File: config.mk
export PLATFORM = sky130hd
export DESIGN_NAME = hls_ctrl_launcher_flat
export DESIGN_NICKNAME = d
export VERILOG_FILES = /design/src/rtl/hls_ctrl_launcher_if.sv /design/src/rtl/hls_ctrl_launcher.sv /design/src/flat_wrapper.sv
export SDC_FILE = /design/constraint.sdc
export NUM_CORES = 1
export LEC_CHECK = 0
export ABC_AREA = 1
export ABC_CLOCK_PERIOD_IN_PS = 15700
export CAP_MARGIN = 40
export CORE_ASPECT_RATIO = 1.4
export CORE_UTILIZATION = 55
export CTS_CLUSTER_DIAMETER = 150
export DETAILED_ROUTE_END_ITERATION = 6
export HOLD_SLACK_MARGIN = 0.15
export PLACE_DENSITY = 0.87
export SETUP_SLACK_MARGIN = 0.3
export SLEW_MARGIN = 40
export SYNTH_ARGS = -nofsm -noshare
export SYNTH_HDL_FRONTEND = slang
export SYNTH_SLANG_ARGS = --single-unit
File: constraint.sdc
create_clock -name clk_i -period 15.7 [get_ports clk_i]
set_input_delay 3.14 -clock clk_i [delete_from_list [all_inputs] [get_ports clk_i]]
set_output_delay 3.14 -clock clk_i [all_outputs]
set_load 0.005 [all_outputs]
File: src/rtl/hls_ctrl_launcher_if.sv
// hls_ctrl_launcher_if: AXI-lite control channel between the launcher (master) and an HLS kernel's s_axi_control (slave).
interface hls_ctrl_launcher_if;
  logic        awvalid, awready;
  logic [31:0] awaddr;
  logic [2:0]  awprot;
  logic        wvalid, wready;
  logic [31:0] wdata;
  logic [3:0]  wstrb;
  logic        bvalid, bready;
  logic [1:0]  bresp;
  logic        arvalid, arready;
  logic [31:0] araddr;
  logic [2:0]  arprot;
  logic        rvalid, rready;
  logic [31:0] rdata;
  logic [1:0]  rresp;
  modport master (
    output awvalid, awaddr, awprot, wvalid, wdata, wstrb, bready, arvalid, araddr, arprot, rready,
    input  awready, wready, bvalid, bresp, arready, rvalid, rdata, rresp
  );
  modport slave (
    input  awvalid, awaddr, awprot, wvalid, wdata, wstrb, bready, arvalid, araddr, arprot, rready,
    output awready, wready, bvalid, bresp, arready, rvalid, rdata, rresp
  );
endinterface

File: src/rtl/hls_ctrl_launcher.sv
// hls_ctrl_launcher: loads 64-bit kernel args over AXI-lite, sets ap_start, waits for ap_done, reports status.
// Define HLS_CTRL_LAUNCHER_IRQ_EN to wait on interrupt_i (GIE/IER enable, ISR clear) instead of polling CTRL.
module hls_ctrl_launcher #(
  parameter int          NUM_ARGS       = 3,
  parameter logic [31:0] ARG_BASE       = 32'h10,
  parameter logic [31:0] ARG_STRIDE     = 32'h0C,
  parameter int          POLL_GAP       = 16,
  parameter logic [31:0] TIMEOUT_CYCLES = 32'd0
) (
  input  logic                    clk_i,
  input  logic                    rst_i,
  input  logic                    launch_i,
  input  logic [NUM_ARGS*64-1:0]  args_i,
  input  logic                    interrupt_i,
  output logic                    busy_o,
  output logic                    done_o,
  output logic                    err_o,
  output logic [1:0]              err_code_o,
  hls_ctrl_launcher_if.master     m_ctrl_axilite
);
  localparam logic [2:0] S_IDLE = 3'd0, S_WR_ADDR = 3'd1, S_WR_RESP = 3'd2, S_RD_ADDR = 3'd3,
                         S_RD_RESP = 3'd4, S_POLL_WAIT = 3'd5, S_IRQ_WAIT = 3'd6, S_FINISH = 3'd7;
`ifdef HLS_CTRL_LAUNCHER_IRQ_EN
  localparam int         NPRE   = 2;
  localparam logic [2:0] S_WAIT = S_IRQ_WAIT;
`else
  localparam int         NPRE   = 0;
  localparam logic [2:0] S_WAIT = S_RD_ADDR;
`endif
  localparam logic [7:0] ARG_WORDS = 8'(2*NUM_ARGS);
  localparam logic [7:0] CTRL_IDX  = 8'(2*NUM_ARGS + NPRE);
  logic [2:0]            r_state;
  logic [NUM_ARGS*64-1:0] r_args;
  logic [7:0]            r_widx, w_nidx;
  logic                  r_awvalid, r_wvalid;
  logic [31:0]           r_awaddr, r_wdata, r_tmo, r_gap, w_naddr, w_ndata;
  logic [1:0]            r_code;
  logic                  w_aw_hs, w_w_hs, w_tmo, w_load, w_unused;
  // Write list index k: arg words, then GIE/IER (irq build), CTRL, then ISR one past CTRL.
  function automatic logic [63:0] item(input logic [NUM_ARGS*64-1:0] a, input logic [7:0] k);
    if (k < ARG_WORDS)
      return {ARG_BASE + 32'(k >> 1) * ARG_STRIDE + 32'({k[0], 2'b00}), a[32*int'(k) +: 32]};
    if (k == CTRL_IDX) return {32'h0, 32'h1};
    if (k == CTRL_IDX + 8'd1) return {32'hC, 32'h1};
    return {(k == ARG_WORDS) ? 32'h4 : 32'h8, 32'h1};
  endfunction
  assign w_aw_hs  = r_awvalid && m_ctrl_axilite.awready;
  assign w_w_hs   = r_wvalid && m_ctrl_axilite.wready;
  assign w_tmo    = TIMEOUT_CYCLES != 32'd0 && r_tmo >= TIMEOUT_CYCLES;
  assign w_unused = ^{interrupt_i, m_ctrl_axilite.rdata[31:2], m_ctrl_axilite.rdata[0]};
  always_comb begin
    w_nidx = (r_state == S_IDLE) ? 8'd0 : r_widx + 8'd1;
    {w_naddr, w_ndata} = item((r_state == S_IDLE) ? args_i : r_args, w_nidx);
    w_load = (r_state == S_IDLE && launch_i) ||
             (r_state == S_WR_RESP && m_ctrl_axilite.bvalid && m_ctrl_axilite.bresp == 2'b00 && r_widx < CTRL_IDX)
`ifdef HLS_CTRL_LAUNCHER_IRQ_EN
             || (r_state == S_IRQ_WAIT && interrupt_i)
`endif
             ;
  end
  always_ff @(posedge clk_i or posedge rst_i)
    if (rst_i) begin
      r_state   <= S_IDLE;
      r_args    <= '0;
      r_widx    <= '0;
      r_awvalid <= 1'b0;
      r_wvalid  <= 1'b0;
      r_awaddr  <= '0;
      r_wdata   <= '0;
      r_tmo     <= '0;
      r_gap     <= '0;
      r_code    <= '0;
    end else begin
      r_tmo <= r_tmo + 32'(~&r_tmo);
      case (r_state)
        S_IDLE: if (launch_i) begin
          r_args <= args_i;
          r_code <= 2'd0;
        end
        S_WR_ADDR: begin
          if (w_aw_hs) r_awvalid <= 1'b0;
          if (w_w_hs) r_wvalid <= 1'b0;
          if ((!r_awvalid || w_aw_hs) && (!r_wvalid || w_w_hs)) r_state <= S_WR_RESP;
        end
        S_WR_RESP: if (m_ctrl_axilite.bvalid) begin
          r_code  <= (m_ctrl_axilite.bresp != 2'b00) ? 2'd1 : r_code;
          r_state <= (m_ctrl_axilite.bresp != 2'b00 || r_widx != CTRL_IDX) ? S_FINISH : S_WAIT;
          if (r_widx == CTRL_IDX) r_tmo <= '0;
        end
        S_RD_ADDR: if (m_ctrl_axilite.arready) r_state <= S_RD_RESP;
        S_RD_RESP: if (m_ctrl_axilite.rvalid) begin
          r_code  <= (m_ctrl_axilite.rresp != 2'b00) ? 2'd2 : r_code;
          r_state <= (m_ctrl_axilite.rresp != 2'b00 || m_ctrl_axilite.rdata[1]) ? S_FINISH : S_POLL_WAIT;
          r_gap   <= '0;
        end
        S_POLL_WAIT: begin
          r_gap   <= r_gap + 32'd1;
          r_code  <= w_tmo ? 2'd3 : r_code;
          r_state <= w_tmo ? S_FINISH : (r_gap + 32'd1 >= 32'(POLL_GAP)) ? S_RD_ADDR : S_POLL_WAIT;
        end
        S_IRQ_WAIT: if (w_tmo && !w_load) begin
          r_code  <= 2'd3;
          r_state <= S_FINISH;
        end
        default: r_state <= S_IDLE;
      endcase
      if (w_load) begin
        r_state   <= S_WR_ADDR;
        r_widx    <= w_nidx;
        r_awaddr  <= w_naddr;
        r_wdata   <= w_ndata;
        r_awvalid <= 1'b1;
        r_wvalid  <= 1'b1;
      end
    end
  assign m_ctrl_axilite.awvalid = r_awvalid;
  assign m_ctrl_axilite.awaddr  = r_awaddr;
  assign m_ctrl_axilite.awprot  = 3'd0;
  assign m_ctrl_axilite.wvalid  = r_wvalid;
  assign m_ctrl_axilite.wdata   = r_wdata;
  assign m_ctrl_axilite.wstrb   = 4'hF;
  assign m_ctrl_axilite.bready  = r_state == S_WR_RESP;
  assign m_ctrl_axilite.arvalid = r_state == S_RD_ADDR;
  assign m_ctrl_axilite.araddr  = 32'h0;
  assign m_ctrl_axilite.arprot  = 3'd0;
  assign m_ctrl_axilite.rready  = r_state == S_RD_RESP;
  assign busy_o     = r_state != S_IDLE;
  assign done_o     = r_state == S_FINISH;
  assign err_o      = done_o && r_code != 2'd0;
  assign err_code_o = r_code;
endmodule

File: src/flat_wrapper.sv
// flat-port wrapper written by rule: the top's interface ports become plain ports
module hls_ctrl_launcher_flat 
#(
  parameter int          NUM_ARGS       = 3,
  parameter logic [31:0] ARG_BASE       = 32'h10,
  parameter logic [31:0] ARG_STRIDE     = 32'h0C,
  parameter int          POLL_GAP       = 16,
  parameter logic [31:0] TIMEOUT_CYCLES = 32'd0
)
  (clk_i, rst_i, launch_i, args_i, interrupt_i, busy_o, done_o, err_o, err_code_o, m_ctrl_axilite_awvalid, m_ctrl_axilite_awaddr, m_ctrl_axilite_awprot, m_ctrl_axilite_wvalid, m_ctrl_axilite_wdata, m_ctrl_axilite_wstrb, m_ctrl_axilite_bready, m_ctrl_axilite_arvalid, m_ctrl_axilite_araddr, m_ctrl_axilite_arprot, m_ctrl_axilite_rready, m_ctrl_axilite_awready, m_ctrl_axilite_wready, m_ctrl_axilite_bvalid, m_ctrl_axilite_bresp, m_ctrl_axilite_arready, m_ctrl_axilite_rvalid, m_ctrl_axilite_rdata, m_ctrl_axilite_rresp);
  hls_ctrl_launcher_if m_ctrl_axilite_i ();
  input  logic clk_i;
  input  logic rst_i;
  input  logic launch_i;
  input  logic [NUM_ARGS*64-1:0] args_i;
  input  logic interrupt_i;
  output logic busy_o;
  output logic done_o;
  output logic err_o;
  output logic [1:0] err_code_o;
  output wire logic [$bits(m_ctrl_axilite_i.awvalid)-1:0] m_ctrl_axilite_awvalid;
  output wire logic [$bits(m_ctrl_axilite_i.awaddr)-1:0] m_ctrl_axilite_awaddr;
  output wire logic [$bits(m_ctrl_axilite_i.awprot)-1:0] m_ctrl_axilite_awprot;
  output wire logic [$bits(m_ctrl_axilite_i.wvalid)-1:0] m_ctrl_axilite_wvalid;
  output wire logic [$bits(m_ctrl_axilite_i.wdata)-1:0] m_ctrl_axilite_wdata;
  output wire logic [$bits(m_ctrl_axilite_i.wstrb)-1:0] m_ctrl_axilite_wstrb;
  output wire logic [$bits(m_ctrl_axilite_i.bready)-1:0] m_ctrl_axilite_bready;
  output wire logic [$bits(m_ctrl_axilite_i.arvalid)-1:0] m_ctrl_axilite_arvalid;
  output wire logic [$bits(m_ctrl_axilite_i.araddr)-1:0] m_ctrl_axilite_araddr;
  output wire logic [$bits(m_ctrl_axilite_i.arprot)-1:0] m_ctrl_axilite_arprot;
  output wire logic [$bits(m_ctrl_axilite_i.rready)-1:0] m_ctrl_axilite_rready;
  input wire logic [$bits(m_ctrl_axilite_i.awready)-1:0] m_ctrl_axilite_awready;
  input wire logic [$bits(m_ctrl_axilite_i.wready)-1:0] m_ctrl_axilite_wready;
  input wire logic [$bits(m_ctrl_axilite_i.bvalid)-1:0] m_ctrl_axilite_bvalid;
  input wire logic [$bits(m_ctrl_axilite_i.bresp)-1:0] m_ctrl_axilite_bresp;
  input wire logic [$bits(m_ctrl_axilite_i.arready)-1:0] m_ctrl_axilite_arready;
  input wire logic [$bits(m_ctrl_axilite_i.rvalid)-1:0] m_ctrl_axilite_rvalid;
  input wire logic [$bits(m_ctrl_axilite_i.rdata)-1:0] m_ctrl_axilite_rdata;
  input wire logic [$bits(m_ctrl_axilite_i.rresp)-1:0] m_ctrl_axilite_rresp;
  assign m_ctrl_axilite_awvalid = m_ctrl_axilite_i.awvalid;
  assign m_ctrl_axilite_awaddr = m_ctrl_axilite_i.awaddr;
  assign m_ctrl_axilite_awprot = m_ctrl_axilite_i.awprot;
  assign m_ctrl_axilite_wvalid = m_ctrl_axilite_i.wvalid;
  assign m_ctrl_axilite_wdata = m_ctrl_axilite_i.wdata;
  assign m_ctrl_axilite_wstrb = m_ctrl_axilite_i.wstrb;
  assign m_ctrl_axilite_bready = m_ctrl_axilite_i.bready;
  assign m_ctrl_axilite_arvalid = m_ctrl_axilite_i.arvalid;
  assign m_ctrl_axilite_araddr = m_ctrl_axilite_i.araddr;
  assign m_ctrl_axilite_arprot = m_ctrl_axilite_i.arprot;
  assign m_ctrl_axilite_rready = m_ctrl_axilite_i.rready;
  assign m_ctrl_axilite_i.awready = m_ctrl_axilite_awready;
  assign m_ctrl_axilite_i.wready = m_ctrl_axilite_wready;
  assign m_ctrl_axilite_i.bvalid = m_ctrl_axilite_bvalid;
  assign m_ctrl_axilite_i.bresp = m_ctrl_axilite_bresp;
  assign m_ctrl_axilite_i.arready = m_ctrl_axilite_arready;
  assign m_ctrl_axilite_i.rvalid = m_ctrl_axilite_rvalid;
  assign m_ctrl_axilite_i.rdata = m_ctrl_axilite_rdata;
  assign m_ctrl_axilite_i.rresp = m_ctrl_axilite_rresp;
  hls_ctrl_launcher #(.NUM_ARGS(NUM_ARGS), .ARG_BASE(ARG_BASE), .ARG_STRIDE(ARG_STRIDE), .POLL_GAP(POLL_GAP), .TIMEOUT_CYCLES(TIMEOUT_CYCLES)) u_core (.clk_i(clk_i), .rst_i(rst_i), .launch_i(launch_i), .args_i(args_i), .interrupt_i(interrupt_i), .busy_o(busy_o), .done_o(done_o), .err_o(err_o), .err_code_o(err_code_o), .m_ctrl_axilite(m_ctrl_axilite_i));
endmodule
==> metrics.yaml <==
status: "finished, final reports clean"
dieArea_mm2: 0.0279
grt_max_degree: 141
r2r-start: "u_core.r_state[2]"
ys_types: 46
core_mm2: 0.0268
worstSetupPathType: "reg -> out"
clockPowerShare_pct: 18.2
setup_tns_ns: 0
fin_crit_sh_pct: 33.1
drtAntennaViolNets: 0
fin_cells: 2289
rrSetupSlack_ns: 11.61
async_flop_share_pct: 100
p_int_mw: 2.15
synthTopCellsByCount: "357 x nand2_1, 281 x dfrtp_1, 175 x nor2_1, 170 x mux2_2, 136 x o21ai_0"
dp_cells: 2236
yosys_warnings: 0
powerDensity_mw_per_mm2: 194
syn2layout_area_growth_pct: 23.4
finalWorstSetupSlack_ns: 10.50
swShare_pct: 40.0
cts.sinks: 281
pwr-share-seq_pct: 36.0
crit_path_max_fanout: 5
dp_slack_ns: 9.97
ios: 353
comb_power_share_pct: 45.7
path_clk_slew_ns: 0.06
grt_pass1_vias: 13300
slew_headroom_pct: 42.6
worstMarginPinSlew_ns: 0.861
setup_viol: 0
via_count: 12900
port_buffers: 256
gr-total-overflow: 0
maxSlewViolCount: 0
synth_top_cell_area_share_pct: 47.0
die_h_um: 197
synth_seq_cells: 281
grtUsageTotal_pct: 31.0
cts_root_buf: "clkbuf_16"
drive_above_1_share_pct: 14.2
hold_path_end: "u_core.r_args[120]"
synthCells: 1683
fillers: 2077
hp-start: "u_core.r_args[120]"
die_w_um: 141
leakage_nw: 8.26
yosysMostFrequentCell: "nand2_1"
synth_area_mm2: 0.0150
synth_edf_count: 0
cts_buffers: 28
syn_avg_cell_area_um2: 8.90
hold_violations: 0
rr_endpoint: "u_core.m_ctrl_axilite.awaddr[10]"
antenna_found_initial: 4
drtIter0Drc: 866
fmax_ghz: 0.192
hold_slack_ns: 0.486
rsz0062_at_grt: "false"
skew_ns: 0.0160
cts.path.max_buffers: 3
insertion_delay_ns: 0.54
viasPerCell: 5.63
initial_utilization_pct: 55.8
power.switching_mw: 1.43
min_path_cells: 2
fin_crit_ns: 5.20
synth_flop_cell: "dfrtp_1"
routed_wirelength_um: 42800
ys_seq_area_share_pct: 47.0
dp.final_hpwl_um: 28900
hp-class: "reg -> reg"
cts_resized: 0
post_cts_buffers: 0
cp.required_ns: 12.56
critPathCaptureType: "primary output"
cap_viol_max_count: 0
synth_top_cell_by_area: "dfrtp_1"
rows: 71
globalplace.congestion: 0.940
worstPathArrival_ns: 2.06
htreeDepth: 1
final_util_pct: 68.9
num-nets-final: 2158
worstSetupStartpointType: "flop"
wl_per_cell_um: 18.7
first_pass_iters: 6
postCtsHoldBufs: 0
rr_worst_depth: 16
cts_tree: "built"
drc: 0
vdd_drop_max_mv: 0.137
grt_pass1_wl_um: 67200
yosys-top-cells-area: "dfrtp_1 47%, mux2_2 13%, nand2_1 8.9%"
-- cells by family (layout without fill, tap and decap cells) --
| kind of cell | after synthesis | in the layout | synth area share, % |
|---|---|---|---|
| xor gates and xnor gates | 7 | 7 | 0.409 |
| and+or+nand+nor | 644 | 644 | 17.7 |
| AOI/OAI and AO/OA | 296 | 296 | 11.8 |
| DFF | 281 | 281 | 47.0 |
| muxes | 170 | 170 | 12.8 |
| other | 2 | 66 | 0.0502 |
| adders and majority gates | 19 | 19 | 1.64 |
| buffers and inverters | 264 | 441 | 8.67 |
-- power by group through the flow --
stage	clock [mW]	combinational, mW	sequential (mW)
final	0.654	1.64	1.29
after global routing	0.687	1.80	1.33
after CTS	0.661	1.63	1.28
after detailed placement	0	1.61	1.29
after global placement	0	1.56	1.27
after floorplan	0	1.15	1.23
-- worst max-delay path by stage --
stage,from,to,slack (ns),depth (start not counted)
global placement,launch_i,u_core.r_state[2],9.50,9
finish,u_core.r_state[0],err_o,10.50,4
CTS,u_core.r_state[0],err_o,10.49,4
global route,launch_i,u_core.r_state[2],10.30,9
floorplan,rst_i,u_core.err_code_o[0],4.81,1
detailed placement,launch_i,u_core.r_state[1],9.97,9
-- critical path: stages (launching register included) --
cell and delay [ns]:
dfrtp_1 0.43, inv_1 0.11, nor3_1 0.32, o21a_1 0.17
clkdlybuf4s50_1 0.49
-- registers in the layout (all words and copies together) (netlist names) --
signal / count
u_core.m_ctrl_axilite.wvalid: 1
u_core.r_widx: 8
u_core.r_state: 3
u_core.r_args: 192
u_core.r_gap: 32
u_core.m_ctrl_axilite.awaddr: 10
u_core.m_ctrl_axilite.awvalid: 1
u_core.err_code_o: 2
u_core.m_ctrl_axilite.wdata: 32
-- cell usage in the layout (no fill, tap or decap), types with 4 or more instances in the layout --
cell type and n:
a211oi_1 15, a21oi_1 31, a22oi_1 15, buf_4 9
clkbuf_1 6, clkbuf_16 29, clkbuf_8 4, clkdlybuf4s50_1 256
clkinv_2 7, conb_1 64, dfrtp_1 280, ha_1 18
inv_1 105, inv_2 11, mux2_2 170, nand2_1 356
nand2_2 4, nand3_1 70, nand4_1 11, nor2_1 175
nor2_2 6, nor2_4 4, nor3_1 9, o21ai_0 136
o21ai_1 24, o22ai_1 35, o31ai_1 15, o31ai_2 9
xor2_1 6
-- final cells by class --
class	count	area (um^2)	share of cell area [%]
multi-input cells	1200	6890	37.3
clock inverters	11	90.1	0.487
repair buffers	271	2740	14.8
flip-flops and latches	281	7030	38.0
inverters	120	465	2.52
well taps	365	457	2.47
diodes	2	5.00	0.0271
clock buffers	39	803	4.35
-- layer usage --
| metal | up-vias | wire length (um) | track usage [%] |
|---|---|---|---|
| met5 | - | 27 | 0 |
| met1 | 6188 | 15800 | 35.9 |
| li1 | 5945 | - | - |
| met2 | 586 | 21200 | 52.8 |
| met4 | 4 | 2440 | 18.3 |
| met3 | 162 | 3370 | 6.86 |
-- per-stage QoR --
stage               cell area (um^2)  power, mW
global placement               17500       2.83
finish                         18500       3.59
floorplan                      15200       2.38
CTS                            18400       3.58
global route                   18500       3.81
detailed placement             17600       2.91
Note: power is estimated with default switching activity, not from simulation.
